[src/rtl/mdu_sequencer.sv]
// Multi-cycle multiply/divide sequencer owning the MIPS HI/LO registers.
// Shift-add multiply and restoring divide on magnitudes, with the sign applied in a final FIX cycle.
module mdu_sequencer #(
   parameter int WIDTH = 32
) (
   input  logic             clk,
   input  logic             rst,
   input  logic             start,
   input  logic [5:0]       funct,
   input  logic [WIDTH-1:0] a,
   input  logic [WIDTH-1:0] b,
   output logic             busy,
   output logic             done,
   output logic             div_by_zero,
   output logic [WIDTH-1:0] hi,
   output logic [WIDTH-1:0] lo
);

   localparam int CW = (WIDTH > 1) ? $clog2(WIDTH) : 1;

   localparam logic [5:0] F_MULT  = 6'h18;
   localparam logic [5:0] F_MULTU = 6'h19;
   localparam logic [5:0] F_DIV   = 6'h1A;
   localparam logic [5:0] F_DIVU  = 6'h1B;
   localparam logic [5:0] F_MTHI  = 6'h11;
   localparam logic [5:0] F_MTLO  = 6'h13;

   typedef enum logic [1:0] {IDLE, CALC, FIX} state_t;

   state_t           state;
   state_t           state_next;
   logic [CW-1:0]    count;
   logic             op_div;
   logic             neg_res;
   logic             neg_rem;
   logic             zero_div;
   logic [WIDTH-1:0] a_raw;
   logic [WIDTH-1:0] opb;
   logic [WIDTH-1:0] acc;
   logic [WIDTH-1:0] q;

   logic             is_muldiv;
   logic             sign_op;
   logic             accept;
   logic [WIDTH-1:0] mag_a;
   logic [WIDTH-1:0] mag_b;

   logic [WIDTH:0]   mul_sum;
   logic [WIDTH:0]   div_shift;
   logic             div_ge;
   logic [WIDTH-1:0] div_diff;

   logic [2*WIDTH-1:0] prod;
   logic [2*WIDTH-1:0] prod_fix;
   logic [WIDTH-1:0]   quot_fix;
   logic [WIDTH-1:0]   rem_fix;

   always_comb begin
      is_muldiv = (funct == F_MULT) || (funct == F_MULTU) ||
                  (funct == F_DIV)  || (funct == F_DIVU);
      sign_op   = (funct == F_MULT) || (funct == F_DIV);
      accept    = start && (state == IDLE) && is_muldiv;
      mag_a     = (sign_op && a[WIDTH-1]) ? -a : a;
      mag_b     = (sign_op && b[WIDTH-1]) ? -b : b;
   end

   // acc:q doubles as the 2*WIDTH product during multiply and as remainder:dividend during divide.
   always_comb begin
      mul_sum   = {1'b0, acc} + (q[0] ? {1'b0, opb} : {(WIDTH+1){1'b0}});
      div_shift = {acc, q[WIDTH-1]};
      div_ge    = (div_shift >= {1'b0, opb});
      div_diff  = div_shift[WIDTH-1:0] - opb;
      prod      = {acc, q};
      prod_fix  = neg_res ? -prod : prod;
      quot_fix  = neg_res ? -q : q;
      rem_fix   = neg_rem ? -acc : acc;
   end

   always_ff @(posedge clk) begin
      if (rst) begin
         state <= IDLE;
      end else begin
         state <= state_next;
      end
   end

   always_comb begin
      state_next = state;
      case (state)
         IDLE:    if (accept) state_next = CALC;
         CALC:    if (count == '0) state_next = FIX;
         FIX:     state_next = IDLE;
         default: state_next = IDLE;
      endcase
   end

   always_comb begin
      busy = (state != IDLE);
   end

   always_ff @(posedge clk) begin
      if (rst) begin
         count       <= '0;
         op_div      <= 1'b0;
         neg_res     <= 1'b0;
         neg_rem     <= 1'b0;
         zero_div    <= 1'b0;
         a_raw       <= '0;
         opb         <= '0;
         acc         <= '0;
         q           <= '0;
         hi          <= '0;
         lo          <= '0;
         done        <= 1'b0;
         div_by_zero <= 1'b0;
      end else begin
         done        <= 1'b0;
         div_by_zero <= 1'b0;
         case (state)
            IDLE: begin
               if (start) begin
                  if (is_muldiv) begin
                     count    <= CW'(WIDTH - 1);
                     op_div   <= funct[1];
                     neg_res  <= sign_op && (a[WIDTH-1] ^ b[WIDTH-1]);
                     neg_rem  <= sign_op && a[WIDTH-1];
                     zero_div <= (b == '0);
                     a_raw    <= a;
                     acc      <= '0;
                     opb      <= funct[1] ? mag_b : mag_a;
                     q        <= funct[1] ? mag_a : mag_b;
                  end else if (funct == F_MTHI) begin
                     hi <= a;
                  end else if (funct == F_MTLO) begin
                     lo <= a;
                  end
               end
            end
            CALC: begin
               count <= count - 1'b1;
               if (op_div) begin
                  acc <= div_ge ? div_diff : div_shift[WIDTH-1:0];
                  q   <= {q[WIDTH-2:0], div_ge};
               end else begin
                  acc <= mul_sum[WIDTH:1];
                  q   <= {mul_sum[0], q[WIDTH-1:1]};
               end
            end
            FIX: begin
               done <= 1'b1;
               // A zero divisor reports the raw dividend, not its magnitude.
               if (op_div) begin
                  if (zero_div) begin
                     hi          <= a_raw;
                     lo          <= '1;
                     div_by_zero <= 1'b1;
                  end else begin
                     hi <= rem_fix;
                     lo <= quot_fix;
                  end
               end else begin
                  {hi, lo} <= prod_fix;
               end
            end
            default: ;
         endcase
      end
   end

endmodule

[config.mk]
export PLATFORM = sky130hd
export DESIGN_NAME = mdu_sequencer
export DESIGN_NICKNAME = d
export VERILOG_FILES = /design/src/rtl/mdu_sequencer.sv
export SDC_FILE = /design/constraint.sdc
export NUM_CORES = 1
export LEC_CHECK = 0
export CORE_MARGIN = 2
export CORE_UTILIZATION = 43
export DETAILED_ROUTE_END_ITERATION = 8
export GPL_TIMING_DRIVEN = 0
export PLACE_DENSITY = 0.69
export SYNTH_ARGS = -nofsm -noshare
export SYNTH_HDL_FRONTEND = slang
export SYNTH_SLANG_ARGS = --single-unit
[constraint.sdc]
create_clock -name clk -period 4.6 [get_ports clk]
set_input_delay 0.46 -clock clk [delete_from_list [all_inputs] [get_ports clk]]
set_output_delay 0.46 -clock clk [all_outputs]
set_load 0.02 [all_outputs]
Yosys cells after proc, flatten, opt, wreduce, memory -nomap -nowiden
Cells that the tools add are included.
{"block": "word_totals", "wordCells": 101, "out_inout_bits": 67, "ff_bits": 205}
{"block": "op_classes", "mux": 38, "order_cmp": 1, "reduce_logical": 21, "bitwise_logic": 3, "addsub": 8, "n_eq_ne": 16}
{"op": "$mux W32", "count": 25}
{"op": "$pmux W32 S2", "count": 4}
{"op": "$neg A32 Y32", "count": 4}
{"op": "$mux W64", "count": 1}
{"op": "$neg A64 Y64", "count": 1}
{"op": "$eq A6 B5 Y1 const B", "count": 6}
{"op": "$add A32 B32 Y33", "count": 1}
{"op": "$ge A33 B32 Y1", "count": 1}
{"op": "$logic_not A32 Y1", "count": 1}
{"op": "$sub A32 B32 Y32", "count": 1}
{"op": "$ne A2 B2 Y1 const B", "count": 6}
{"op": "$mux W5", "count": 2}
{"op": "$pmux W5 S2", "count": 1}
{"op": "$reduce_and A3 Y1", "count": 2}
{"op": "$reduce_bool A2 Y1", "count": 3}
{"op": "$logic_and A1 B1 Y1", "count": 5}
{"op": "$logic_not A5 Y1", "count": 1}
{"op": "$reduce_and A5 Y1", "count": 1}
{"op": "$sub A5 B1 Y5 const B", "count": 1}
{"op": "$logic_or A1 B1 Y1", "count": 4}
{"op": "$mux W2", "count": 2}
{"op": "$ne A2 B1 Y1 const B", "count": 2}
{"op": "$pmux W2 S2", "count": 1}
{"op": "$reduce_and A4 Y1", "count": 1}
{"op": "8 further kinds", "count": 10}

Logic depth before layout (Yosys ltp)
{"block": "logic_depth", "depth_word": 8, "mapped_depth": 16, "mapped_depth_nobuf": 14}

Least setup slack after synthesis
Ideal clock, no wire load.
{"block": "synth_timing", "path_kind": "register to register", "start": "register q[31]", "end": "register acc[28]", "required_ns": 4.478, "stages_incl_launch_ff": 16, "path_buffers": 1, "arrival_time_ns": 3.065, "path_slack_ns": 1.414, "path_cell_list": "dfxtp_1 clkbuf_1 inv_1 ha_1 inv_1 fa_1 a211o_1 a21oi_1 o21bai_1 a31oi_1 o21ai_0 o311ai_0 a32oi_1 xnor2_1 o21ai_0 a221o_1"}
{"block": "synth_between", "elab_chain_cells": 4}
{"element": "from (decl)", "line": "40", "text": "logic [WIDTH-1:0] q;"}
{"element": "from (signal assigned)", "line": "131", "text": "q <= funct[1] ? mag_a : mag_b;"}
{"element": "from (signal assigned)", "line": "143", "text": "q <= {q[WIDTH-2:0], div_ge};"}
{"element": "from (signal assigned)", "line": "146", "text": "q <= {mul_sum[0], q[WIDTH-1:1]};"}
{"element": "$sub A32 B32 Y32 / $ge A33 B32 Y1 (equally long branches)", "line": "72, 71"}
{"element": "$mux W32 (*)", "line": "142", "text": "acc <= div_ge ? div_diff : div_shift[WIDTH-1:0];"}
{"element": "$mux W32 (*)", "line": "141", "text": "if (op_div) begin"}
{"element": "$pmux W32 S2 (*)", "line": "119", "text": "case (state)"}
{"element": "to (signal assigned)", "line": "142"}
{"element": "to (signal assigned)", "line": "145", "text": "acc <= mul_sum[WIDTH:1];"}
{"element": "to (decl)", "line": "39", "text": "logic [WIDTH-1:0] acc;"}
Every way passes the cells marked *; elsewhere a longest branch is shown, timed or not.
A chain may end at the register's enable or synchronous reset.

Final worst setup path
{"block": "layout_timing", "start": "register q[0]", "end": "register acc[30]"}
{"block": "layout_between", "elab_chain_cells": 4}
{"element": "$mux W32", "line": "69", "text": "mul_sum = {1'b0, acc} + (q[0] ? {1'b0, opb} : {(WIDTH+1){1'b0}});"}
{"element": "$add A32 B32 Y33", "line": "69"}
{"element": "$mux W32", "line": "141"}
{"element": "$pmux W32 S2", "line": "119"}
Every way passes these cells.

==> flow_summary.json <==
{
  "first_pass_iters": 6,
  "rsz0062_at_grt": "false",
  "worstSkewPairLatency_ps": 570,
  "cts-root-buf": "clkbuf_16",
  "syn_inst": 2282,
  "drive_above_1_share": 0.03502,
  "avgSynthCellArea_um2": 7.148,
  "final_common_cell": "nand2_1",
  "dp_hpwl_mm": 59.45,
  "finalNonFillerCells": 2967,
  "diodes": 0,
  "syn-num-nets": 2427,
  "cp_data_arrival_time_ps": 4730,
  "worst-setup-path-type": "flip-flop to flip-flop",
  "tightest_slew_ps": 1089,
  "die_y_um": 198.8,
  "slew_headroom": 0.2648,
  "min_period_ps": 4326,
  "path_clk_slew_ps": 60,
  "grt_overflow_total": 0,
  "post_drt_wl_per_cell_um": 25.64,
  "holdCritPathClass": "input port to flip-flop",
  "vias": 18830,
  "antenna_left": 0,
  "layout_common_cells": "nand2_1 (290), a21oi_1 (265), nor2_1 (218), dfxtp_1 (205), o21ai_0 (195)",
  "p_per_area_nw_per_um2": 266.9,
  "slowest_stage": "clkbuf_1",
  "fp.dieW_um": 198.8,
  "holdBufCountCts": 0,
  "rows": 71,
  "fin_skew_ps": 20.72,
  "initial_core_util": 0.4351,
  "path_cells": "clkbuf_1, inv_1, clkbuf_1, nor2_1, ha_1, a2111oi_0, o21ai_0, nand2_1, o21ai_0, a21oi_1, o21a_1, o2111ai_1, a311oi_1, xor2_1, o221ai_1",
  "cts.sink_count": 205,
  "via_per_inst": 6.347,
  "multi_input_area_um2": 11260,
  "grt_pass1_vias": 17700,
  "first_iter_violations": 2275,
  "path_max_fanout": 10,
  "hold_violations": 0,
  "cts_inserted_buffers": 26,
  "antenna_found_initial": 1,
  "syn2layout_area_growth_pct": 17.15,
  "dpl.cell_count": 2919,
  "ios": 140,
  "crit_required_ps": 5000,
  "drv_slew": 0,
  "slowest_delay_ps": 450,
  "die_area_um2": 39510,
  "outcome": "finished, final reports clean",
  "start_kind": "flip-flop",
  "grt_pass1_wl_mm": 111.2,
  "cts_tree": "done",
  "cts_resized": 1,
  "h-tree-depth": 1,
  "numPortBuffers": 126,
  "nNetsFinal": 2581,
  "max_cap_viol_count": 0,
  "period_share": 0.9404,
  "synth_enable_flop_cells": 0,
  "grt_use_total": 0.3781,
  "max_freq_mhz": 231.2,
  "max-clock-path-buffers": 3,
  "ys_ff_latch": 205,
  "finalSetupViolCount": 0,
  "synthFlopType": "dfxtp_1",
  "yosysUniqueCellTypes": 73,
  "fin_total_pwr_mw": 5.101,
  "gp_congestion": 1.018,
  "final-seq-area_um2": 4104,
  "nFillCells": 3835,
  "syn_area_um2": 16310,
  "grt_max_degree": 14,
  "ys_warn_count": 0,
  "endpoint_kind": "flip-flop",
  "pre_cts_ws_ps": -88.26,
  "core_area_um2": 37490,
  "timing.final.ws_setup_ps": 274.2,
  "p_leak_nw": 6.816,
  "timing.setup.tns_ps": 0,
  "async_reset_ff_frac": 0,
  "peakVddDrop_mv": 0.2246,
  "drc": 0,
  "synth-seq-area-share": 0.2516,
  "postCtsSetupBuffers": 0,
  "routed_wl_mm": 76.07
}
[logic make-up (layout without fill, tap and decap cells)]
kind of cell	Yosys count	after routing	share of synthesized area
compound gates	766	766	0.2909
fa+ha+maj	72	72	0.05615
flops	205	205	0.2516
mux	66	66	0.04081
simple gates	749	749	0.2081
xor+xnor	175	175	0.09396
buf+inv	249	423	0.05845
[critical path: cells and delay by family (launching register included)]
kind,cells,cell delay [ps]
compound gates,8,2120
xor+xnor,1,170
fa+ha+maj,1,280
buf+inv,3,1010
flops,1,310
simple gates,2,280
[sequential cells by signal, summed over array words and instances (netlist names)]
register / count
q: 32
div_by_zero: 1
neg_rem: 1
state: 2
hi: 32
done: 1
neg_res: 1
zero_div: 1
acc: 32
a_raw: 32
op_div: 1
opb: 32
lo: 32
count: 5
[cell type report]
class	count	share of cell area
tap	511	0.03346
multi-input combinational	1828	0.5895
sequential	205	0.2148
buffer	181	0.03673
timing repair buffer	126	0.06600
clock inverter	9	0.004911
inverter	68	0.01336
clock buffer	39	0.04131
[stage by stage]
stage	area, um2	hold WS, ps	utilization
6_report	19110	323.2	0.5097
3_3_place_gp	18210	439.6	0.4858
2_1_floorplan	16310	431.9	-
3_5_place_dp	18220	443.5	0.4859
5_1_grt	19110	330.6	0.5097
4_1_cts	19100	292.1	0.5095
[where the power goes]
group / switching, mW / leakage (nW) / internal, mW / total (mW)
Sequential: 0.0323 / 1.66 / 1.81 / 1.85
Clock: 0.888 / 0.432 / 1.24 / 2.13
Combinational: 0.777 / 4.73 / 0.346 / 1.12
[per-layer routing]
layer | share of wire | GRT usage
met1 | 0.40 | 0.4919
met3 | 0.097 | 0.07901
met4 | 0.055 | 0.1915
met2 | 0.44 | 0.5913
met5 | 0 | 0
[synth_stat cells, drive strengths merged, types with 17 or more instances]
library cell	instances	share of area
nand2	290	0.067
a21oi	266	0.082
nor2	218	0.050
dfxtp	205	0.25
o21ai	196	0.060
clkbuf	164	0.038
xnor2	99	0.053
xor2	76	0.041
ha	70	0.054
inv	67	0.015
mux2i	62	0.038
nor3	49	0.015
o221ai	47	0.025
a211oi	42	0.019
nand3	35	0.011
o211ai	30	0.014
o31ai	25	0.012
nand2b	19	0.0073
a21o	18	0.0083
a31oi	18	0.0069
nor2b	18	0.0069
or3	18	0.0075
buf	17	0.0050
[worst paths after layout]
| check | from | to | slack [ps] | cells past startpoint |
|---|---|---|---|---|
| worst max-delay path | q[0] | acc[30] | 270 | 15 |
| worst min-delay path | a[10] | a_raw[10] | 320 | 3 |
| worst max register to register | q[0] | acc[30] | 270 | 15 |
| worst min register to register | opb[22] | opb[22] | 450 | 2 |
Power figures use the tool's default switching activity.
